--- config.mk ---
export PLATFORM = sky130hd
export DESIGN_NAME = bus_arbiter
export DESIGN_NICKNAME = d
export VERILOG_FILES = /design/src/rtl/bus_arbiter.sv
export SDC_FILE = /design/constraint.sdc
export NUM_CORES = 1
export LEC_CHECK = 0
export CORE_ASPECT_RATIO = 2
export CORE_UTILIZATION = 27
export DETAILED_ROUTE_END_ITERATION = 16
export PLACE_DENSITY_LB_ADDON = 0.25
export SLEW_MARGIN = 30
export SYNTH_ARGS = -nofsm -noshare
export SYNTH_HDL_FRONTEND = slang
export SYNTH_SLANG_ARGS = --single-unit
--- constraint.sdc ---
create_clock -name i_clk -period 4.7 [get_ports i_clk]
set_clock_uncertainty 0.15 [all_clocks]
set_input_delay 0.94 -clock i_clk [delete_from_list [all_inputs] [get_ports i_clk]]
set_output_delay 0.94 -clock i_clk [all_outputs]
set_load 0.05 [all_outputs]
--- src/rtl/bus_arbiter.sv ---
// N-master, single-slave bus arbiter with fixed-priority or round-robin selection,
// locked multi-cycle transfers and an ack timeout that releases a stalled grant.
module bus_arbiter #(
   parameter int NUM_MASTERS = 3,
   parameter int ADDR_W      = 16,
   parameter int DATA_W      = 8,
   parameter int MODE        = 0,
   parameter int TIMEOUT     = 255
) (
   input  logic                          i_clk,
   input  logic                          i_reset,
   input  logic [NUM_MASTERS-1:0]        i_m_cs,
   input  logic [NUM_MASTERS-1:0]        i_m_we,
   input  logic [NUM_MASTERS-1:0]        i_m_lock,
   input  logic [NUM_MASTERS*ADDR_W-1:0] i_m_addr,
   input  logic [NUM_MASTERS*DATA_W-1:0] i_m_dat,
   output logic [NUM_MASTERS-1:0]        o_m_ack,
   output logic [NUM_MASTERS-1:0]        o_m_err,
   output logic [NUM_MASTERS-1:0]        o_grant,
   output logic [ADDR_W-1:0]             o_addr,
   output logic [DATA_W-1:0]             o_dat,
   output logic                          o_we,
   output logic                          o_cs,
   input  logic                          i_ack
);

   localparam int IDX_W = (NUM_MASTERS > 1) ? $clog2(NUM_MASTERS) : 1;
   localparam int CNT_W = (TIMEOUT > 0) ? $clog2(TIMEOUT + 1) : 1;
   localparam logic [IDX_W-1:0] LAST_IDX = IDX_W'(NUM_MASTERS - 1);
   // Expiry is flagged in the cycle the counter would step onto TIMEOUT.
   localparam logic [CNT_W-1:0] CNT_LAST = (TIMEOUT > 0) ? CNT_W'(TIMEOUT - 1) : '0;
   localparam logic [IDX_W:0]   N_EXT    = (IDX_W + 1)'(NUM_MASTERS);

   typedef enum logic {S_IDLE, S_GRANTED} state_t;

   state_t                 r_state;
   logic [NUM_MASTERS-1:0] r_grant;
   logic [IDX_W-1:0]       r_ptr;
   logic [CNT_W-1:0]       r_tcnt;

   logic [NUM_MASTERS-1:0] w_req;
   logic [NUM_MASTERS-1:0] w_win_oh;
   logic [IDX_W-1:0]       w_start;
   logic [IDX_W-1:0]       w_win;
   logic [IDX_W-1:0]       w_idx;
   logic [IDX_W:0]         w_sum;
   logic                   w_found;
   logic                   w_cs_g;
   logic                   w_lock_g;
   logic                   w_ack;
   logic                   w_expire;
   logic                   w_release;

   assign w_cs_g    = |(i_m_cs & r_grant);
   assign w_lock_g  = |(i_m_lock & r_grant);
   assign w_ack     = i_ack & w_cs_g;
   assign w_expire  = (TIMEOUT > 0) && w_cs_g && !i_ack && (r_tcnt == CNT_LAST);
   assign w_release = (w_ack & ~w_lock_g) | ~w_cs_g | w_expire;

   // The current holder is masked so a releasing master cannot immediately re-win.
   always_comb begin
      w_req   = (r_state == S_IDLE) ? i_m_cs : (i_m_cs & ~r_grant);
      w_start = '0;
      if (MODE != 0) begin
         w_start = (r_ptr == LAST_IDX) ? '0 : r_ptr + 1'b1;
      end
      w_found = 1'b0;
      w_win   = '0;
      w_sum   = '0;
      w_idx   = '0;
      for (int i = 0; i < NUM_MASTERS; i++) begin
         w_sum = {1'b0, w_start} + (IDX_W + 1)'(i);
         if (w_sum >= N_EXT) begin
            w_sum = w_sum - N_EXT;
         end
         w_idx = w_sum[IDX_W-1:0];
         if (!w_found && w_req[w_idx]) begin
            w_found = 1'b1;
            w_win   = w_idx;
         end
      end
      w_win_oh = {{(NUM_MASTERS-1){1'b0}}, 1'b1} << w_win;
   end

   always_ff @(posedge i_clk) begin
      if (i_reset) begin
         r_state <= S_IDLE;
         r_grant <= '0;
         r_ptr   <= LAST_IDX;
         r_tcnt  <= '0;
      end else if (r_state == S_IDLE || w_release) begin
         r_tcnt <= '0;
         if (w_found) begin
            r_state <= S_GRANTED;
            r_grant <= w_win_oh;
            r_ptr   <= w_win;
         end else begin
            r_state <= S_IDLE;
            r_grant <= '0;
         end
      end else if (w_ack) begin
         r_tcnt <= '0;
      end else begin
         r_tcnt <= r_tcnt + 1'b1;
      end
   end

   assign o_grant = r_grant;

   for (genvar gi = 0; gi < NUM_MASTERS; gi++) begin : g_master
      assign o_m_ack[gi] = i_ack & i_m_cs[gi] & r_grant[gi];
      assign o_m_err[gi] = w_expire & r_grant[gi];
   end

   // r_grant is one-hot or zero, so an AND-OR mux yields zeros while idle.
   always_comb begin
      o_addr = '0;
      o_dat  = '0;
      for (int k = 0; k < NUM_MASTERS; k++) begin
         if (r_grant[k]) begin
            o_addr = o_addr | i_m_addr[k*ADDR_W +: ADDR_W];
            o_dat  = o_dat | i_m_dat[k*DATA_W +: DATA_W];
         end
      end
      o_we = |(i_m_we & r_grant);
      o_cs = w_cs_g;
   end

endmodule

# After elaboration in Yosys (flattened, before gate mapping)
# Cells that the tools add are included.
op_classes:
  bitwise_logic: 25
  muxes: 14
  n_eq_ne: 1
  mul: 0
  n_reduce_logical: 12
  n_shift: 1
  n_addsub: 1
  div: 0
  n_lt_le_gt_ge: 0
op_table:
  columns: ["operator", "count"]
  rows:
  - ["$mux 16", 3]
  - ["$or 16x16->16", 2]
  - ["$mux 8", 3]
  - ["$or 8x8->8", 2]
  - ["$and 3x3->3", 4]
  - ["$reduce_or 3->1", 4]
  - ["$and 1x1->1", 11]
  - ["$add 8x1->8 const B", 1]
  - ["$eq 8x8->1 const B", 1]
  - ["$mux 3", 2]
  - ["$mux 1", 5]
  - ["$logic_and 1x1->1", 4]
  - ["$logic_not 1->1", 3]
  - ["$not 1->1", 3]
  - ["$not 3->3", 1]
  - ["$shl 1x2->3 const A", 1]
  - ["$mux 2", 1]
  - ["$or 1x1->1", 2]
  - ["$logic_or 1x1->1", 1]
totals:
  word_cells: 57
  ff_bits: 12
  ram_bits: 0
  rom_bits: 0
  latchBits: 0
  out_inout_bits: 35
  memories: 0
  in_bits: 84

# Depth between registers and ports, before layout
# Gate-level depths: netlist (run 1).
depth:
  depth_word: 12
  depth_mapped: 7
  depth_no_buf: 6

# Worst setup path after synthesis (run 1)
# Ideal clock, no wire load.
synth_path:
  path_kind: "in2out"
  startpoint: "in i_m_cs[1]"
  endpoint: "out o_m_err[0]"
  n_path_buf: 0
  arrival_ns: 2.266
  required_ns: 3.610
  path_slack_ns: 1.344
  path_stages: 4
  cell_sequence: "a222oi_1 -> inv_1 -> and3_2 -> and2_1"
synth_between:
  elab_chain_len: 5
synth_rtl:
  columns: ["item", "line", "source"]
  rows:
  - ["start: declaration", "12", "input logic [NUM_MASTERS-1:0] i_m_cs,"]
  - ["$and 3x3->3", "54", "assign w_cs_g = |(i_m_cs & r_grant);"]
  - ["$reduce_or 3->1", "54", null]
  - ["named net o_cs", "23", "output logic o_cs,"]
  - ["$logic_and 1x1->1 (2 in a row)", "57", "assign w_expire = (TIMEOUT > 0) && w_cs_g && !i_ack && (r_tcnt == CNT_LAST);"]
  - ["$and 1x1->1", "112", "assign o_m_err[gi] = w_expire & r_grant[gi];"]
  - ["end: declaration", "18", "output logic [NUM_MASTERS-1:0] o_m_err,"]
# The timed path passes the listed nets, and every way through them passes these cells.

# Final worst setup path (run 1)
layout_path:
  startpoint: "in i_m_cs[1]"
  endpoint: "out o_m_err[1]"
layout_between:
  elab_chain_len: 5
layout_rtl:
  columns: ["item", "line"]
  rows:
  - ["$and 3x3->3", "54"]
  - ["$reduce_or 3->1", "54"]
  - ["$logic_and 1x1->1 (2 in a row)", "57"]
  - ["$and 1x1->1", "112"]
# No other way between the ends.

==> qor.txt, run 1 <==
status - completed
# fillers - 337
number of H-tree levels - 1
CP startpoint kind - primary input
final wirelength - 4720 um
fraction of registers with async set/reset - 0%
global-route wire length before repair - 6560 um
CTS root buf - clkbuf_8
layout net count - 334
CP Cell Sequence - clkdlybuf4s50_1 > a222oi_1 > inv_1 > and3_2 > and2_1 > clkdlybuf4s50_1
largest net degree at the start of global routing - 32
n_diodes - 0
number of flops mapped to enable cells by yosys - 0
cell mode on critical path - clkdlybuf4s50_1
Power Total - 440 uW
Synth Register Bits - 12
synth cell count leaders - 28 x inv_1, 26 x a222oi_1, 12 x dfxtp_1
vias in the first global route - 1391
Via density - 5.19
Skew-Pair Late Insertion Delay - 250 ps
Crit path max-delay family - buffers and inverters
routability congestion estimate from global placement - 0.810
Ys Warns - 0
Die ar. - 3970 um2
placed cell count - 292
dominant cell type by area after synthesis - a222oi_1
register clock-pin slew on the reported worst setup and hold paths - 50 ps
Setup Buffers After CTS - 0
die width - 45.1 um
WP buf/inv - 3
Sw Pwr - 165 uW
cells after synthesis - 132
PwrDens - 195 nW/um2
Setup WS pre-CTS - 535 ps
P_leak - 0.974 nW
fin crit share - 89.2%
slowest CP cell - clkdlybuf4s50_1
Max-Slew Margin vs Limit - 62.9%
# port buffers - 118
syn_area_per_cell - 7.58 um2
clk buf depth - 2
post-cts resize count - 0
core footprint - 3570 um2
Critical Path AT - 3100 ps
VDD IR max - 0.180 mV
placed wire-length estimate - 3690 um
# DRC - 0
Hold Path Origin - r_tcnt[0]$_SDFF_PP0_
FMAX - 0.238 GHz
Synth top area share - 26.0%
most common cell in the netlist - inv_1
Tightest Pin Transition - 557 ps
Worst Setup End Kind - output pin
Final setup viols - 0
Hold WC Path Type - flip-flop to flip-flop
DRT Pass-1 Iters - 6
Starting Density - 28.1%
Synth cell types - 27
sequential share of power - 24.0%
initial antenna violation count - 0
Sink Count - 12
Fin. Hold Viols - 0
Worst path max stage delay - 690 ps
CTS tree - built
Clk pwr share - 21.6%
Syn Std Cell Area - 1000 um2
prevailing post-synth register cell - dfxtp_1
switching part of the total - 37.6%
worst-path maximum fanout - 3
Worst EP required - 3610 ps
hold_buf cts - 0
DR WL/cell - 16.0 um
area grow syn2layout - 126%
Seq/Total Area, Yosys - 24.0%
share of layout cells above drive strength 1 - 5.28%
fin crit period - 4190 ps
Comb pwr share - 54.4%
top post-synthesis cells by area - a222oi_1 26%, dfxtp_1 24%, inv_1 11%, and3_2 3.8%, nor2_1 3.8%
Top Ports - 119
setup ws final - 506 ps
Final Max Slew Viols - 0
number of buffers created by CTS - 3
maxcap violations - 0
Fin Setup TNS - 0 ps
post-synth net total - 218
RSZ-0062 raised after global routing - no
Worst Setup SP - i_m_cs[1]
Initial DRC Count - 102
remaining global-route overflow - 0
internal power - 275 uW
Die H - 88.1 um
reg2reg start - r_tcnt[0]$_SDFF_PP0_
total track usage - 22.5%
critical path type - primary input to output pin
Layout Cells excl Fill - 295
Routed Antenna Nets - 0
DR vias - 1530
row count - 31
-- flip-flops by register name, summed over array words and instances, names as in the netlist --
| signal | count |
|---|---|
| r_tcnt | 8 |
| o_grant | 3 |
| r_state | 1 |
-- kinds of logic after synthesis --
| kind of cell | share of synthesized area (%) |
|---|---|
| buffers and inverters | 15.0 |
| adders and majority gates | 2.50 |
| xor gates and xnor gates | 5.25 |
| DFF | 24.0 |
| AOI/OAI and AO/OA | 34.5 |
| and+or+nand+nor | 18.8 |
-- cell usage in the layout (no fill, tap or decap), types with 3 or more instances in the layout --
master and n:
a222oi_1 26, xor2_1 3, nand3_1 6, and2_1 3
dfxtp_1 12, xnor2_1 3, a21oi_1 3, clkbuf_8 3
clkdlybuf4s50_1 118, o21ai_0 3, nand2_1 5, nor2_1 10
inv_1 28, buf_4 3, and3_2 5
-- cell type report --
type,count,area (um2),share of cell area [%]
Clock buffer,3,41.3,1.83
Inverter,28,105,4.65
Multi-Input combinational cell,82,611,27.0
Sequential cell,12,240,10.6
Tap cell,49,61.3,2.71
Timing Repair Buffer,121,1200,53.2
-- per-layer routing --
layer,global-route usage (%),up-vias,share of wire (%)
met1,21.8,693,34
li1,-,727,-
met2,41.2,97,52
met5,0,-,0
met4,10.7,0,2.9
met3,6.19,13,11
-- worst paths after layout --
check,end,slack [ps],cells after the start
hold reg to reg,r_tcnt[0]$_SDFF_PP0_,310,1
hold / removal,r_tcnt[0]$_SDFF_PP0_,310,1
setup reg to reg,r_tcnt[3]$_SDFF_PP0_,2740,6
setup / recovery,o_m_err[1],510,6
-- metrics by stage --
step                area (um2)  utilization [%]  hold slack (ps)
floorplan                 1000                -              280
global placement          2220             62.2              298
detailed placement        2220             62.2              308
CTS                       2260             63.4              320
global route              2260             63.4              340
finish                    2260             63.4              313
-- power groups by stage --
| stage | Combinational (mW) | Sequential [mW] | Clock, mW |
|---|---|---|---|
| after global routing | 0.251 | 0.106 | 0.0993 |
| after global placement | 0.237 | 0.108 | 0 |
| after CTS | 0.240 | 0.106 | 0.0990 |
| final | 0.239 | 0.106 | 0.0951 |
| after floorplan | 0.112 | 0.113 | 0 |
| after detailed placement | 0.239 | 0.108 | 0 |
Power figures use the tool's default switching activity.
==> run 2, diff against run 1 <==
--- a/config.mk
+++ b/config.mk
@@ -5,7 +5,7 @@
 export SDC_FILE = /design/constraint.sdc
 export NUM_CORES = 1
 export LEC_CHECK = 0
-export CORE_ASPECT_RATIO = 2
+export CORE_ASPECT_RATIO = 0.7
 export CORE_UTILIZATION = 27
 export DETAILED_ROUTE_END_ITERATION = 16
 export PLACE_DENSITY_LB_ADDON = 0.25
==> constraint.sdc (replaced) <==
create_clock -name i_clk -period 4.5 [get_ports i_clk]
set_clock_uncertainty 0.15 [all_clocks]
set_input_delay 0.9 -clock i_clk [delete_from_list [all_inputs] [get_ports i_clk]]
set_output_delay 0.9 -clock i_clk [all_outputs]
set_load 0.05 [all_outputs]
==> qor.txt, run 2 (synthesis gave the netlist of run 1 again) <==
multi-input logic area - 611 um2 (unchanged)
VDD IR max - 0.102 mV (was 0.180 mV)
layout net count - 334 (unchanged)
commonest non-fill, non-tap cells in the layout - 118 x clkdlybuf4s50_1, 28 x inv_1, 26 x a222oi_1, 12 x dfxtp_1, 10 x nor2_1 (unchanged)
Critical Path AT - 3060 ps (was 3100 ps)
Via density - 4.89 (was 5.19)
row count - 18 (was 31)
FMAX - 0.243 GHz
R2R depth - 5 (was 6)
DR vias - 1452 (was 1530)
n_diodes - 0 (unchanged)
placed cell count - 293 (was 292)
WHS - 312 ps (was 313 ps)
critical path type - primary input to output pin (unchanged)
Crit path max-delay family - buffers and inverters (unchanged)
worst-path maximum fanout - 3 (unchanged)
DR WL/cell - 15.2 um (was 16.0 um)
DRT Pass-1 Iters - 5 (was 6)
hold_buf cts - 0 (unchanged)
Worst EP required - 3450 ps (was 3610 ps)
share of layout cells above drive strength 1 - 5.67% (was 5.28%)
WP buf/inv - 3 (unchanged)
number of buffers created by CTS - 3 (unchanged)
Starting Density - 28.3% (was 28.1%)
Final setup viols - 0 (unchanged)
post-cts resize count - 0 (unchanged)
Routed Antenna Nets - 0 (unchanged)
remaining global-route overflow - 0 (unchanged)
max FFs per register - 8 (unchanged)
Die H - 52.9 um (was 88.1 um)
register clock-pin slew on the reported worst setup and hold paths - 50 ps (about the same)
Max-Slew Margin vs Limit - 64.2% (was 62.9%)
setup ws final - 391 ps (was 506 ps)
maxcap violations - 0 (unchanged)
Top reg by flops - r_tcnt (unchanged)
vias in the first global route - 1314 (was 1391)
Setup Buffers After CTS - 0 (unchanged)
largest net degree at the start of global routing - 33 (was 32)
Top Ports - 119 (unchanged)
Final Max Slew Viols - 0 (unchanged)
Setup WS pre-CTS - 379 ps (was 535 ps)
RSZ-0062 raised after global routing - no (unchanged)
reg2reg setup slack - 2530 ps (was 2740 ps)
Die ar. - 3960 um2 (was 3970 um2)
fin crit period - 4110 ps
reg2reg start - o_grant[1]$_SDFFE_PP0P_ (was r_tcnt[0]$_SDFF_PP0_)
Layout Cells excl Fill - 297 (was 295)
global-route wire length before repair - 6130 um (was 6560 um)
routability congestion estimate from global placement - 0.801 (was 0.810)
Worst Setup End Kind - output pin (unchanged)
initial antenna violation count - 0 (unchanged)
Tightest Pin Transition - 536 ps (was 557 ps)
Worst path max stage delay - 700 ps (was 690 ps)
total track usage - 20.9% (was 22.5%)
Sink Count - 12 (unchanged)
slowest CP cell - clkdlybuf4s50_1 (unchanged)
die width - 74.8 um (was 45.1 um)
placed wire-length estimate - 3540 um (was 3690 um)
PwrDens - 210 nW/um2 (was 195 nW/um2)
commonest non-fill, non-tap cell in the layout - clkdlybuf4s50_1 (unchanged)
Fin Setup TNS - 0 ps (unchanged)
Fin. Hold Viols - 0 (unchanged)
Hold WC Path Type - flip-flop to flip-flop (unchanged)
P_leak - 0.981 nW (was 0.974 nW)
number of H-tree levels - 1 (unchanged)
worst r2r dst - r_tcnt[4]$_SDFF_PP0_ (was r_tcnt[3]$_SDFF_PP0_)
Power Total - 478 uW (was 440 uW)
area grow syn2layout - 127% (was 126%)
# port buffers - 118 (unchanged)
clk buf depth - 2 (unchanged)
final wirelength - 4510 um (was 4720 um)
status - completed (unchanged)
CTS tree - built (unchanged)
CTS root buf - clkbuf_8 (unchanged)
Skew-Pair Late Insertion Delay - 240 ps (was 250 ps)
CP startpoint kind - primary input (unchanged)
fin crit share - 91.3%
Hold Path Origin - r_tcnt[0]$_SDFF_PP0_ (unchanged)
# fillers - 317 (was 337)
WHS Endpoint - r_tcnt[0]$_SDFF_PP0_ (unchanged)
Initial DRC Count - 113 (was 102)
Hold Crit Depth - 1 (unchanged)
FF+latch area - 240 um2 (unchanged)
CP Cell Sequence - clkdlybuf4s50_1 > a222oi_1 > inv_1 > and3_2 > and2_1 > clkdlybuf4s50_1 (unchanged)
cell mode on critical path - clkdlybuf4s50_1 (unchanged)
core footprint - 3540 um2 (was 3570 um2)
# DRC - 0 (unchanged)
==> run 2: changes by cell type in the layout (fill, tap and decap cells not counted), sizes merged <==
cell / delta
clkbuf: +1
==> run 2: power breakdown <==
group / internal, mW / total [mW] / switching [mW]
combinational: 0.119 / 0.250 / 0.131
clock: 0.0774 / 0.118 / 0.0408
sequential: 0.109 / 0.110 / 0.00134
==> run 2: worst reg2reg max path: cells and delay by family (launching register included) <==
family	cells	cell delay, ps
AO/OA/AOI/OAI	2	550
flip-flops	1	300
AND/OR/NAND/NOR	2	590
buffers and inverters	1	310
==> run 2: worst max-delay path by stage <==
| stage | endpoint | slack (ps) | cells past startpoint | from |
|---|---|---|---|---|
| after floorplan | o_m_err[0] | 1220 | 4 | i_m_cs[1] |
| after global placement | o_m_err[1] | 440 | 6 | i_m_cs[1] |
| after detailed placement | o_m_err[1] | 380 | 6 | i_m_cs[1] |
| after CTS | o_m_err[2] | 380 | 6 | i_m_cs[1] |
| after global routing | o_m_err[1] | 240 | 6 | i_m_cs[1] |
| final | o_m_err[1] | 390 | 6 | i_m_cs[1] |
==> run 2: area by class of cell <==
cell class,instances,share of cell area (%)
Timing Repair Buffer,121,52.9
Tap cell,50,2.75
Inverter,28,4.62
Multi-Input combinational cell,82,26.8
Sequential cell,12,10.5
Clock buffer,4,2.42
==> run 2: routing by layer <==
metal / part of all wire (%) / vias up / GRT usage [%]
li1: - / 729 / -
met1: 42 / 653 / 24.6
met2: 51 / 64 / 36.6
met3: 6.5 / 6 / 6.10
met4: 1.2 / 0 / 6.60
met5: 0 / - / 0
==> run 2: through the flow <==
| step | utilization, % | instance area (um2) |
|---|---|---|
| 6_report | 64.4 | 2280 |
| 3_3_place_gp | 62.8 | 2220 |
| 2_1_floorplan | - | 1000 |
| 4_1_cts | 64.4 | 2280 |
| 5_1_grt | 64.4 | 2280 |
| 3_5_place_dp | 62.8 | 2220 |
